### src/rtl/student_tlul_socket_1n.sv
// student_tlul_socket_1n: 1:N TL-UL socket with in-order route FIFO and internal error responder.
// Build option STUDENT_TLUL_SOCKET_ERRCNT_EN adds a saturating error-response counter.
package tlul_pkg;
   localparam logic [2:0] PutFullData    = 3'h0;
   localparam logic [2:0] PutPartialData = 3'h1;
   localparam logic [2:0] Get            = 3'h4;
   localparam logic [2:0] AccessAck      = 3'h0;
   localparam logic [2:0] AccessAckData  = 3'h1;

   typedef struct packed {
      logic        a_valid;
      logic [2:0]  a_opcode;
      logic [2:0]  a_param;
      logic [1:0]  a_size;
      logic [7:0]  a_source;
      logic [31:0] a_address;
      logic [3:0]  a_mask;
      logic [31:0] a_data;
      logic        d_ready;
   } tl_h2d_t;

   typedef struct packed {
      logic        d_valid;
      logic [2:0]  d_opcode;
      logic [2:0]  d_param;
      logic [1:0]  d_size;
      logic [7:0]  d_source;
      logic [0:0]  d_sink;
      logic [31:0] d_data;
      logic        d_error;
      logic        a_ready;
   } tl_d2h_t;
endpackage

module student_tlul_socket_1n
   import tlul_pkg::*;
#(
   parameter int NUM         = 2,
   parameter int ADDR_WIDTH  = 4,
   parameter int ADDR_OFFSET = 20,
   parameter int CURR_OFFSET = 24,
   parameter int CURR_WIDTH  = 8,
   parameter int CURR_VAL    = 16,
   parameter int MAX_OUT     = 4
) (
   input  logic               clk_i,
   input  logic               rst_ni,
   input  tl_h2d_t            tl_host_i,
   output tl_d2h_t            tl_host_o,
   input  tl_d2h_t [NUM-1:0]  tl_device_o,
   output tl_h2d_t [NUM-1:0]  tl_device_i,
   output logic [15:0]        err_count_o
);
   localparam int TW = $clog2(NUM + 1);
   localparam int CW = $clog2(MAX_OUT + 1);
   localparam int PW = (MAX_OUT > 1) ? $clog2(MAX_OUT) : 1;
   localparam logic [TW-1:0] ERR = TW'(NUM);

   logic [TW-1:0]         fifo_q [MAX_OUT];
   logic [PW-1:0]         wr_ptr_q, rd_ptr_q;
   logic [CW-1:0]         cnt_q;
   logic                  err_busy_q;
   logic [7:0]            err_src_q;
   logic [1:0]            err_size_q;
   logic [2:0]            err_op_q;
   logic                  win, full, empty, a_ready, dev_a_ready, accept, pop;
   logic [ADDR_WIDTH-1:0] sel;
   logic [TW-1:0]         tgt, head;

   function automatic logic [PW-1:0] inc(input logic [PW-1:0] p);
      return (p == PW'(MAX_OUT - 1)) ? '0 : p + PW'(1);
   endfunction

   assign win     = tl_host_i.a_address[CURR_OFFSET +: CURR_WIDTH] == CURR_WIDTH'(CURR_VAL);
   assign sel     = tl_host_i.a_address[ADDR_OFFSET +: ADDR_WIDTH];
   assign tgt     = (win && int'(sel) < NUM) ? TW'(sel) : ERR;
   assign full    = cnt_q == CW'(MAX_OUT);
   assign empty   = cnt_q == '0;
   assign head    = fifo_q[rd_ptr_q];
   // a_ready looks only at registered state, so a pop never frees a slot in its own cycle
   assign a_ready = !full && ((tgt == ERR) ? !err_busy_q : dev_a_ready);
   assign accept  = tl_host_i.a_valid && a_ready;
   assign pop     = tl_host_o.d_valid && tl_host_i.d_ready;

   always_comb begin
      tl_device_i = '0;
      dev_a_ready = 1'b0;
      for (int i = 0; i < NUM; i++) begin
         if (tgt == TW'(i)) begin
            tl_device_i[i]         = tl_host_i;
            tl_device_i[i].a_valid = tl_host_i.a_valid && !full;
            tl_device_i[i].d_ready = 1'b0;
            dev_a_ready            = tl_device_o[i].a_ready;
         end
         if (!empty && head == TW'(i)) tl_device_i[i].d_ready = tl_host_i.d_ready;
      end
   end

   always_comb begin
      tl_host_o = '0;
      for (int i = 0; i < NUM; i++)
         if (!empty && head == TW'(i)) tl_host_o = tl_device_o[i];
      if (!empty && head == ERR) begin
         tl_host_o.d_valid  = 1'b1;
         tl_host_o.d_opcode = (err_op_q == Get) ? AccessAckData : AccessAck;
         tl_host_o.d_size   = err_size_q;
         tl_host_o.d_source = err_src_q;
         tl_host_o.d_data   = '1;
         tl_host_o.d_error  = 1'b1;
      end
      tl_host_o.a_ready = a_ready;
   end

   always_ff @(posedge clk_i or negedge rst_ni) begin
      if (!rst_ni) begin
         wr_ptr_q   <= '0;
         rd_ptr_q   <= '0;
         cnt_q      <= '0;
         err_busy_q <= 1'b0;
         err_src_q  <= '0;
         err_size_q <= '0;
         err_op_q   <= '0;
      end else begin
         if (accept) wr_ptr_q <= inc(wr_ptr_q);
         if (pop) rd_ptr_q <= inc(rd_ptr_q);
         if (accept && !pop) cnt_q <= cnt_q + CW'(1);
         else if (!accept && pop) cnt_q <= cnt_q - CW'(1);
         if (accept && tgt == ERR) begin
            err_busy_q <= 1'b1;
            err_src_q  <= tl_host_i.a_source;
            err_size_q <= tl_host_i.a_size;
            err_op_q   <= tl_host_i.a_opcode;
         end else if (pop && head == ERR) begin
            err_busy_q <= 1'b0;
         end
      end
   end

   always_ff @(posedge clk_i) begin
      if (accept) fifo_q[wr_ptr_q] <= tgt;
   end

`ifdef STUDENT_TLUL_SOCKET_ERRCNT_EN
   logic [15:0] err_cnt_q;
   always_ff @(posedge clk_i or negedge rst_ni) begin
      if (!rst_ni) err_cnt_q <= '0;
      else if (accept && tgt == ERR && err_cnt_q != 16'hFFFF) err_cnt_q <= err_cnt_q + 16'd1;
   end
   assign err_count_o = err_cnt_q;
`else
   assign err_count_o = '0;
`endif
endmodule

### config.mk
export PLATFORM = sky130hd
export DESIGN_NAME = student_tlul_socket_1n
export DESIGN_NICKNAME = d
export VERILOG_FILES = /design/src/rtl/student_tlul_socket_1n.sv
export SDC_FILE = /design/constraint.sdc
export NUM_CORES = 1
export LEC_CHECK = 0
export ABC_AREA = 1
export CORE_AREA = 10 10 159 161
export DETAILED_ROUTE_END_ITERATION = 8
export DIE_AREA = 0 0 169 171
export GPL_TIMING_DRIVEN = 0
export SLEW_MARGIN = 20
export SYNTH_ARGS = -nofsm -noshare
export SYNTH_HDL_FRONTEND = slang
export SYNTH_SLANG_ARGS = --single-unit
### constraint.sdc
create_clock -name clk_i -period 3 [get_ports clk_i]
set_input_delay 0.45 -clock clk_i [delete_from_list [all_inputs] [get_ports clk_i]]
set_output_delay 0.45 -clock clk_i [all_outputs]
set_load 0.02 [all_outputs]
After elaboration in Yosys (flattened, before gate mapping)
Memory sizes are Yosys's and may differ from the RTL's. Cells that the tools add are included.

Latch bits: 0. ROM bits: 0. Register bits after elaboration: 21. Logic and storage cells: 66. Input port bits: 192. Bits in writable memories: 8. Memories kept: 1.

Bitwise operators: 0. Shifts and indexed selects: 0. Divide/modulo/power cells: 0. $mul: 0. $add $sub $neg: 4. $lt $le $gt $ge: 1. Eq/ne operators: 9. Muxes and demuxes: 22. Reductions and logical operators: 22.

Memories: fifo_q (depth 4, width 2, read ports 1, clocked after memory_dff 0, write ports 1, RTL line 59) `logic [TW-1:0] fifo_q [MAX_OUT];`.

Operators by type and width (count): $mux 86 (2); $mux 52 (2); $mux 33 (1); $logic_and 1x1->1 (12); $mux 1 (10); $mux 10 (1); $eq 2x2->1 const B (4); $eq 8x5->1 const B (1); $eq 3x3->1 const B (2); $mux 2 (3); $mux 3 (2); $logic_not 1->1 (5); $add 2x1->2 const B (2); $eq 2x1->1 const B (2); $logic_not 2->1 (2); $lt 4x2->1 const B (1); $mux 4 (1); $reduce_bool 2->1 (2); $add 3x1->3 const B (1); $logic_not 3->1 (1); $sub 3x1->3 const B (1).

Longest topological paths before layout
Word-level depth: 13. Depth in mapped cells: 15. Depth with buffers taken out: 15.

Worst setup path before layout
No wires, ideal clock.

Path kind: input-to-reg. Start point: input port tl_host_i[64] (netlist bit). End point: register cnt_q[2]. Setup slack: 0.646 ns. Buffers on the path: 0. Arrival: 2.223 ns. Required time: 2.869 ns. Setup time: 0.131 ns. Stages on the path: 15. Cells stage by stage: nor2_1 -> nand2_1 -> nor2_1 -> nand2_1 -> nand2_2 -> nand2_1 -> nor2_1 -> nand3_2 -> inv_1 -> ha_1 -> inv_1 -> fa_1 -> a21oi_1 -> o21ai_0 -> xor2_1.

Longest elaborated chain between the ends: 12.

Ends and longest elaborated chain: start: declaration (RTL line 48) `input tl_h2d_t tl_host_i,`; $eq 8x5->1 * (RTL line 74) `assign win = tl_host_i.a_address[CURR_OFFSET +: CURR_WIDTH] == CURR_WIDTH'(CURR_VAL);`; $logic_and 1x1->1 * (RTL line 76) `assign tgt = (win && int'(sel) < NUM) ? TW'(sel) : ERR;`; $mux 2 * (RTL line 76); $logic_not 2->1 (RTL line 89) `if (tgt == TW'(i)) begin`; $mux 1 (2 in series) (RTL line 89); $mux 1 * (RTL line 81) `assign a_ready = !full && ((tgt == ERR) ? !err_busy_q : dev_a_ready);`; $logic_and 1x1->1 * (RTL line 81); $logic_and 1x1->1 * (RTL line 82) `assign accept = tl_host_i.a_valid && a_ready;`; net accept (RTL line 66) `logic win, full, empty, a_ready, dev_a_ready, accept, pop;`; $logic_not 1->1 (RTL line 127) `else if (!accept && pop) cnt_q <= cnt_q - CW'(1);`; $logic_and 1x1->1 (RTL line 127); $reduce_bool 2->1 (no line); end signal: assignment (RTL line 126) `if (accept && !pop) cnt_q <= cnt_q + CW'(1);`; end signal: assignment (RTL line 127); end: declaration (RTL line 61) `logic [CW-1:0] cnt_q;`.

The timed path passes the listed nets; every way through them passes the cells marked *. A chain may end at the register's enable or synchronous reset.

==> out/qor.yml <==
status:
  status: "completed"
worst_setup_path:
  path_buf_inv: 4
  slowest_stage: "clkdlybuf4s50_1"
  crit_chain: "inv_2 > nand2_1 > nand2_1 > nand2_1 > nand2_2 > nand3_2 > inv_2 > buf_2 > nand2_1 > nand3_1 > clkdlybuf4s50_1"
  crit_path_start_kind: "flip-flop"
  criticalPathCategory: "flip-flop to output pin"
  critical_path.endpoint_type: "output pin"
  crit_top_cell: "nand2_1"
  critPathTopFamily: "buffers and inverters"
  crit_arrival_ns: 2.38
  critPathMaxStageDelay_ns: 0.62
  worstPathRequired_ns: 2.55
  worstPathMaxFanout: 10
die:
  top_level_ports: 432
  start_util: 0.156
  row_count: 55
  fp.dieH_um: 171
  die_area_um2: 28900
  fp.dieW_um: 169
  core_um2: 22200
drt:
  first_pass_iters: 4
  vias_per_cell: 3.86
  routed_wl_mm: 24.0
  num_vias: 5158
  drc: 0
  detail-route-antenna-nets: 0
  drtIter0Drc: 248
  wire_per_inst_um: 18.0
layout:
  instances_no_fill: 1335
  final_nets: 1248
  postLayoutCellArea_um2: 7840
  nFillCells: 2429
  diodes: 0
  layout-drive-gt1-share: 0.144
  areaGrowthSynthToFinish_pct: 126
pwr:
  clkPwrFrac: 0.096
  peakVddDrop_mv: 0.366
  p_per_area_nw_per_um2: 731
  seq_power_share: 0.116
  combPwrFrac: 0.788
  p_int_uw: 2930
  swShare: 0.488
  p_leak_uw: 0.00466
  switchingPower_uw: 2800
synth:
  asyncSetResetFlopFracSynth: 0.724
  yosysWarnings: 0
  post-synth-top-count-cell: "nor2_1"
  synthFlopType: "dfrtp_1"
  synth_area_leaders: "nor2_1 (18%), nand2_1 (15%), dfrtp_1 (15%)"
  synthesis.instances: 612
  synth-seq-cells: 29
  synthTopCellsByCount: "nor2_1 (162), nand2_1 (142), inv_1 (96)"
  synth.distinct_cells: 34
  synth_edf_count: 8
  synth_top_area_share: 0.176
  synth_area_per_cell_um2: 5.66
  synth_top_area_cell: "nor2_1"
  syn_area_um2: 3460
  synth.yosys.seq_area_share: 0.221
place:
  gp_congestion: 0.809
  dp_cells: 1327
  placed_area_um2: 7900
  dp_hpwl_mm: 21.3
  port_buffers: 394
grt:
  gr-total-overflow: 0
  grt_util_met1: 0.169
  grt_use_met3: 0.0716
  busiest_layer: "met2"
  use_met2: 0.271
  grt_pass1_vias: 5539
  grt_pass1_wl_mm: 34.7
  grt_max_degree: 22
  antenna_found_initial: 0
  grt_use_total: 0.154
clock_network:
  htreeDepth: 2
  cts_tree: "done"
  cts.clk_slew.worst_paths_ns: 0.05
  clock_sinks: 29
  numCtsBuffers: 5
  ctsRootBufferMaster: "clkbuf_16"
  clockBufferDepth: 2
  insertion_delay_ns: 0.27
timing:
  min_period_ns: 2.83
  rsz0062_at_grt: "false"
  clock-skew-final_ns: 0.00320
  max-slew-margin-rel: 0.355
  whs_ns: 0.485
  finalSetupViolCount: 0
  period_share: 0.945
  fmax_mhz: 353
  hold_violations: 0
  final-max-slew-violation-count: 0
  tightestPinTransition_ns: 0.965
worst_hold_path:
  hp-class: "flip-flop to flip-flop"
flow_run:
  cap_violations: 0
power by group through the flow:
stage / Combinational (uW) / Clock (uW) / Sequential, uW
after global placement: 4610 / 0 / 666
final: 4510 / 553 / 664
after global routing: 4920 / 580 / 689
after floorplan: 2450 / 0 / 639
after CTS: 4640 / 565 / 665
after detailed placement: 4620 / 0 / 671
logic make-up after synthesis:
| kind of cell | count (synthesis) | synth area share |
|---|---|---|
| other cells | 1 | 0.00108 |
| xor+xnor | 2 | 0.00506 |
| compound gates | 22 | 0.0394 |
| fa+ha+maj | 7 | 0.0274 |
| buf+inv | 170 | 0.242 |
| mux | 1 | 0.00325 |
| simple gates | 380 | 0.461 |
| flops | 29 | 0.221 |
metrics by stage:
stage	setup WS, ns	TNS [ns]	power, uW	util
after floorplan	0.646	0	3080	-
after global placement	-0.357	-25.91	5280	0.355
after detailed placement	-0.331	-23.26	5290	0.355
after CTS	0.00251	0	5870	0.356
after global routing	0.00535	0	6190	0.352
final	0.166	0	5730	0.352
worst reg2reg max path: stages (launching register included):
cell	delay, ns
dfrtp_2	0.45
inv_2	0.09
nand2_1	0.07
nand2_1	0.06
nand2_1	0.05
nand2_2	0.12
nor2_4	0.05
nand2_4	0.14
nand3_4	0.13
nand2_4	0.10
ha_1	0.14
inv_1	0.06
fa_1	0.38
a21oi_1	0.16
o21ai_0	0.11
xor2_1	0.15
flip-flops by register name, summed over array words and instances, names as in the netlist:
name / count
rd_ptr_q: 2
err_busy_q: 1
cnt_q: 3
err_op_q: 3
wr_ptr_q: 2
err_size_q: 2
err_src_q: 8
fifo_q: 8
metal layers:
layer	vias up	share of wire
li1	2630	-
met4	0	0.0070
met5	-	0
met1	2231	0.38
met2	287	0.49
met3	10	0.13
area by class of cell:
cell class	instances	area [um^2]	area share
clock buffer	5	125	0.0160
multi-input combinational	449	2000	0.256
timing repair buffer	394	3680	0.470
tap	285	357	0.0455
clock inverter	3	41.3	0.00527
buffer	70	483	0.0616
sequential	29	767	0.0979
inverter	100	375	0.0479
final timing paths:
path / from / to / depth (start not counted) / slack, ns
setup / recovery: rd_ptr_q[0]$_DFFE_PN0P_ / tl_host_o[22] / 11 / 0.17
hold / removal: err_src_q[4]$_DFFE_PN0P_ / err_src_q[4]$_DFFE_PN0P_ / 2 / 0.49
setup reg to reg: rd_ptr_q[0]$_DFFE_PN0P_ / cnt_q[2]$_DFFE_PN0P_ / 15 / 0.62
hold reg to reg: err_src_q[4]$_DFFE_PN0P_ / err_src_q[4]$_DFFE_PN0P_ / 2 / 0.49
max in group asynchronous: rst_ni / rd_ptr_q[0]$_DFFE_PN0P_ / 1 / 1.63
min in group asynchronous: rst_ni / err_size_q[0]$_DFFE_PN0P_ / 1 / 0.71
what timing repair did:
item                                    CTS  global route
resized for setup                       144           154
endpoints found under the setup margin  138           138
hold buffers                              0             0
setup buffers                             0             0
cell usage in the layout (no fill, tap or decap), types with 2 or more instances in the layout:
cell type,n
nor4_1,2
clkdlybuf4s15_1,17
a22o_1,6
edfxtp_1,8
conb_1,37
buf_4,45
buf_2,17
nand2_4,2
inv_1,95
clkbuf_16,5
nor3_1,3
ha_1,6
clkbuf_2,55
nand2_1,141
o21ai_1,13
dlygate4sd2_1,64
inv_2,5
nand4_1,4
nor2_1,161
clkbuf_4,2
clkdlybuf4s50_1,231
nand2_2,4
dfrtp_1,20
nand3_2,3
nand3_1,54
dlymetal6s2s_1,30
No activity file was read; power rests on OpenSTA's default activity.
==> RTL change (same settings) <==
Build with the macro `STUDENT_TLUL_SOCKET_ERRCNT_EN` defined.
--- a/src/rtl/student_tlul_socket_1n.sv
+++ b/src/rtl/student_tlul_socket_1n.sv
@@ -1,4 +1,6 @@
 // student_tlul_socket_1n: 1:N TL-UL socket with in-order route FIFO and internal error responder.
 // Build option STUDENT_TLUL_SOCKET_ERRCNT_EN adds a saturating error-response counter.
+`define STUDENT_TLUL_SOCKET_ERRCNT_EN
+
 package tlul_pkg;
    localparam logic [2:0] PutFullData    = 3'h0;
Check against the original RTL: not equivalent (a bounded check fails within 4 cycles, from zero or initial values and one cycle with rst_ni low).
==> RTL change against the original RTL <==
Via count rose by 14%; total power grew 8.6%; final area increased by 11%; sequential cell count increased by 16; register-to-register slack got worse by 0.03 ns; routed wire length up 11%; setup slack worse by 0.014 ns; area after synthesis increased by 21%; critical path type is now in2out; critical endpoint is now tl_host_o[0]; largest cell class unchanged.
==> RTL change: results (changes against the original RTL) <==
metric,value,unit,change
Hold WS,0.0367,ns,was 0.485 ns
post-DP HPWL,23200,um,was 21300 um
Worst EP arrival,2.40,ns,was 2.38 ns
Setup crit end,tl_host_o[0],,was tl_host_o[22]
wire per inst,18.6,um,was 18.0 um
vias in the first global route,6041,,was 5539
met3 Use GR,6.97,%,was 7.16%
initial antenna violation count,2,,was 0
clk_lat worst skew,0.29,ns,was 0.27 ns
GRT Util Overall,17.2,%,was 15.4%
DR iter-0 viols,227,,was 248
"FFs w/ async S/R, synth",82.2,%,was 72.4%
DR top layer,met4,,unchanged
Worst R2R Path Depth,16,,was 15
Max-slew headroom,65.7,%,was 35.5%
IO buf count,410,,was 394
"Cell Count, Final, Fillers Out",1434,,was 1335
status,finished clean,,unchanged
Synth area leaders,"dfrtp_1, nor2_1, nand2_1",,"was nor2_1, nand2_1, dfrtp_1"
clk buf depth,2,,unchanged
post-synth cell types,31,,was 34
crit path from,tl_host_i[60],,was rd_ptr_q[0]$_DFFE_PN0P_
Post-Place Cell Area,0.00873,mm^2,was 0.00790 mm^2
GR Util met2,30.1,%,was 27.1%
WL met1,10100,um,was 9120 um
WL met3,2750,um,was 3040 um
# resized after CTS,165,,was 144
final setup violation count,0,,unchanged
worst hold path class,in2async,,was reg2reg
CP Max Fanout,4,,was 10
fin crit period,2.85,ns,was 2.83 ns
worst r2r dst,cnt_q[2]$_DFFE_PN0P_,,unchanged
met2 wire length,13600,um,was 11700 um
syn avg cell area,5.92,um^2,was 5.66 um^2
crit-path leading delay family,buffers and inverters,,unchanged
dpl ws,-0.632,ns,was -0.331 ns
"Seq/Total Area, Yosys",27.9,%,was 22.1%
routability cong.,0.915,,was 0.809
top_reg_cell synth,dfrtp_1,,unchanged
peak supply drop,318,uV,was 366 uV
leakage power total,5.11,nW,was 4.66 nW
met1 usage,19.4,%,was 16.9%
clk slew on worst S/H paths,0.07,ns,was 0.05 ns
largest net degree at the start of global routing,28,,was 22
Reg2Reg Setup Slack,0.59,ns,was 0.62 ns
first-pass GRT wire length,38500,um,was 34700 um
share of cells above drive strength 1,12.6,%,was 14.4%
Pre-Repair DR Iteration Count,6,,was 4
via density per instance,4.10,,was 3.86
root buffer cell,clkbuf_16,,unchanged
final net count,1346,,was 1248
skew final,0.00903,ns,was 0.00320 ns
Synth top cells by count,"nor2_1, nand2_1, inv_1",,unchanged
[RTL change: logic make-up (layout without fill, tap and decap cells)]
| group | Yosys count | after routing | synth area share, % |
|---|---|---|---|
| AOI/OAI and AO/OA | 36 | 36 | 5.47 |
| xor gates and xnor gates | 16 | 16 | 3.35 |
| adders and majority gates | 8 | 8 | 2.57 |
| buffers and inverters | 166 | 586 | 17.6 |
| DFF | 45 | 45 | 27.9 |
| other | 1 | 23 | 0.0897 |
| and+or+nand+nor | 435 | 435 | 43.0 |
[RTL change: power by group]
part           total, mW  switching (mW)  internal (mW)  leakage (nW)
logic               4.65            2.70           1.95          4.50
registers           1.02           0.186          0.834         0.541
clock network      0.550           0.239          0.311        0.0713
[RTL change: cell type report]
type                            count  area [um^2]
Fill cell                        2426        13500
Timing Repair Buffer              412         3890
Multi-Input combinational cell    516         2370
Sequential cell                    45         1170
Inverter                          111          417
Tap cell                          285          357
Buffer                             55          349
Clock buffer                        6          129
Clock inverter                      2         13.8
Antenna cell                        2         5.00
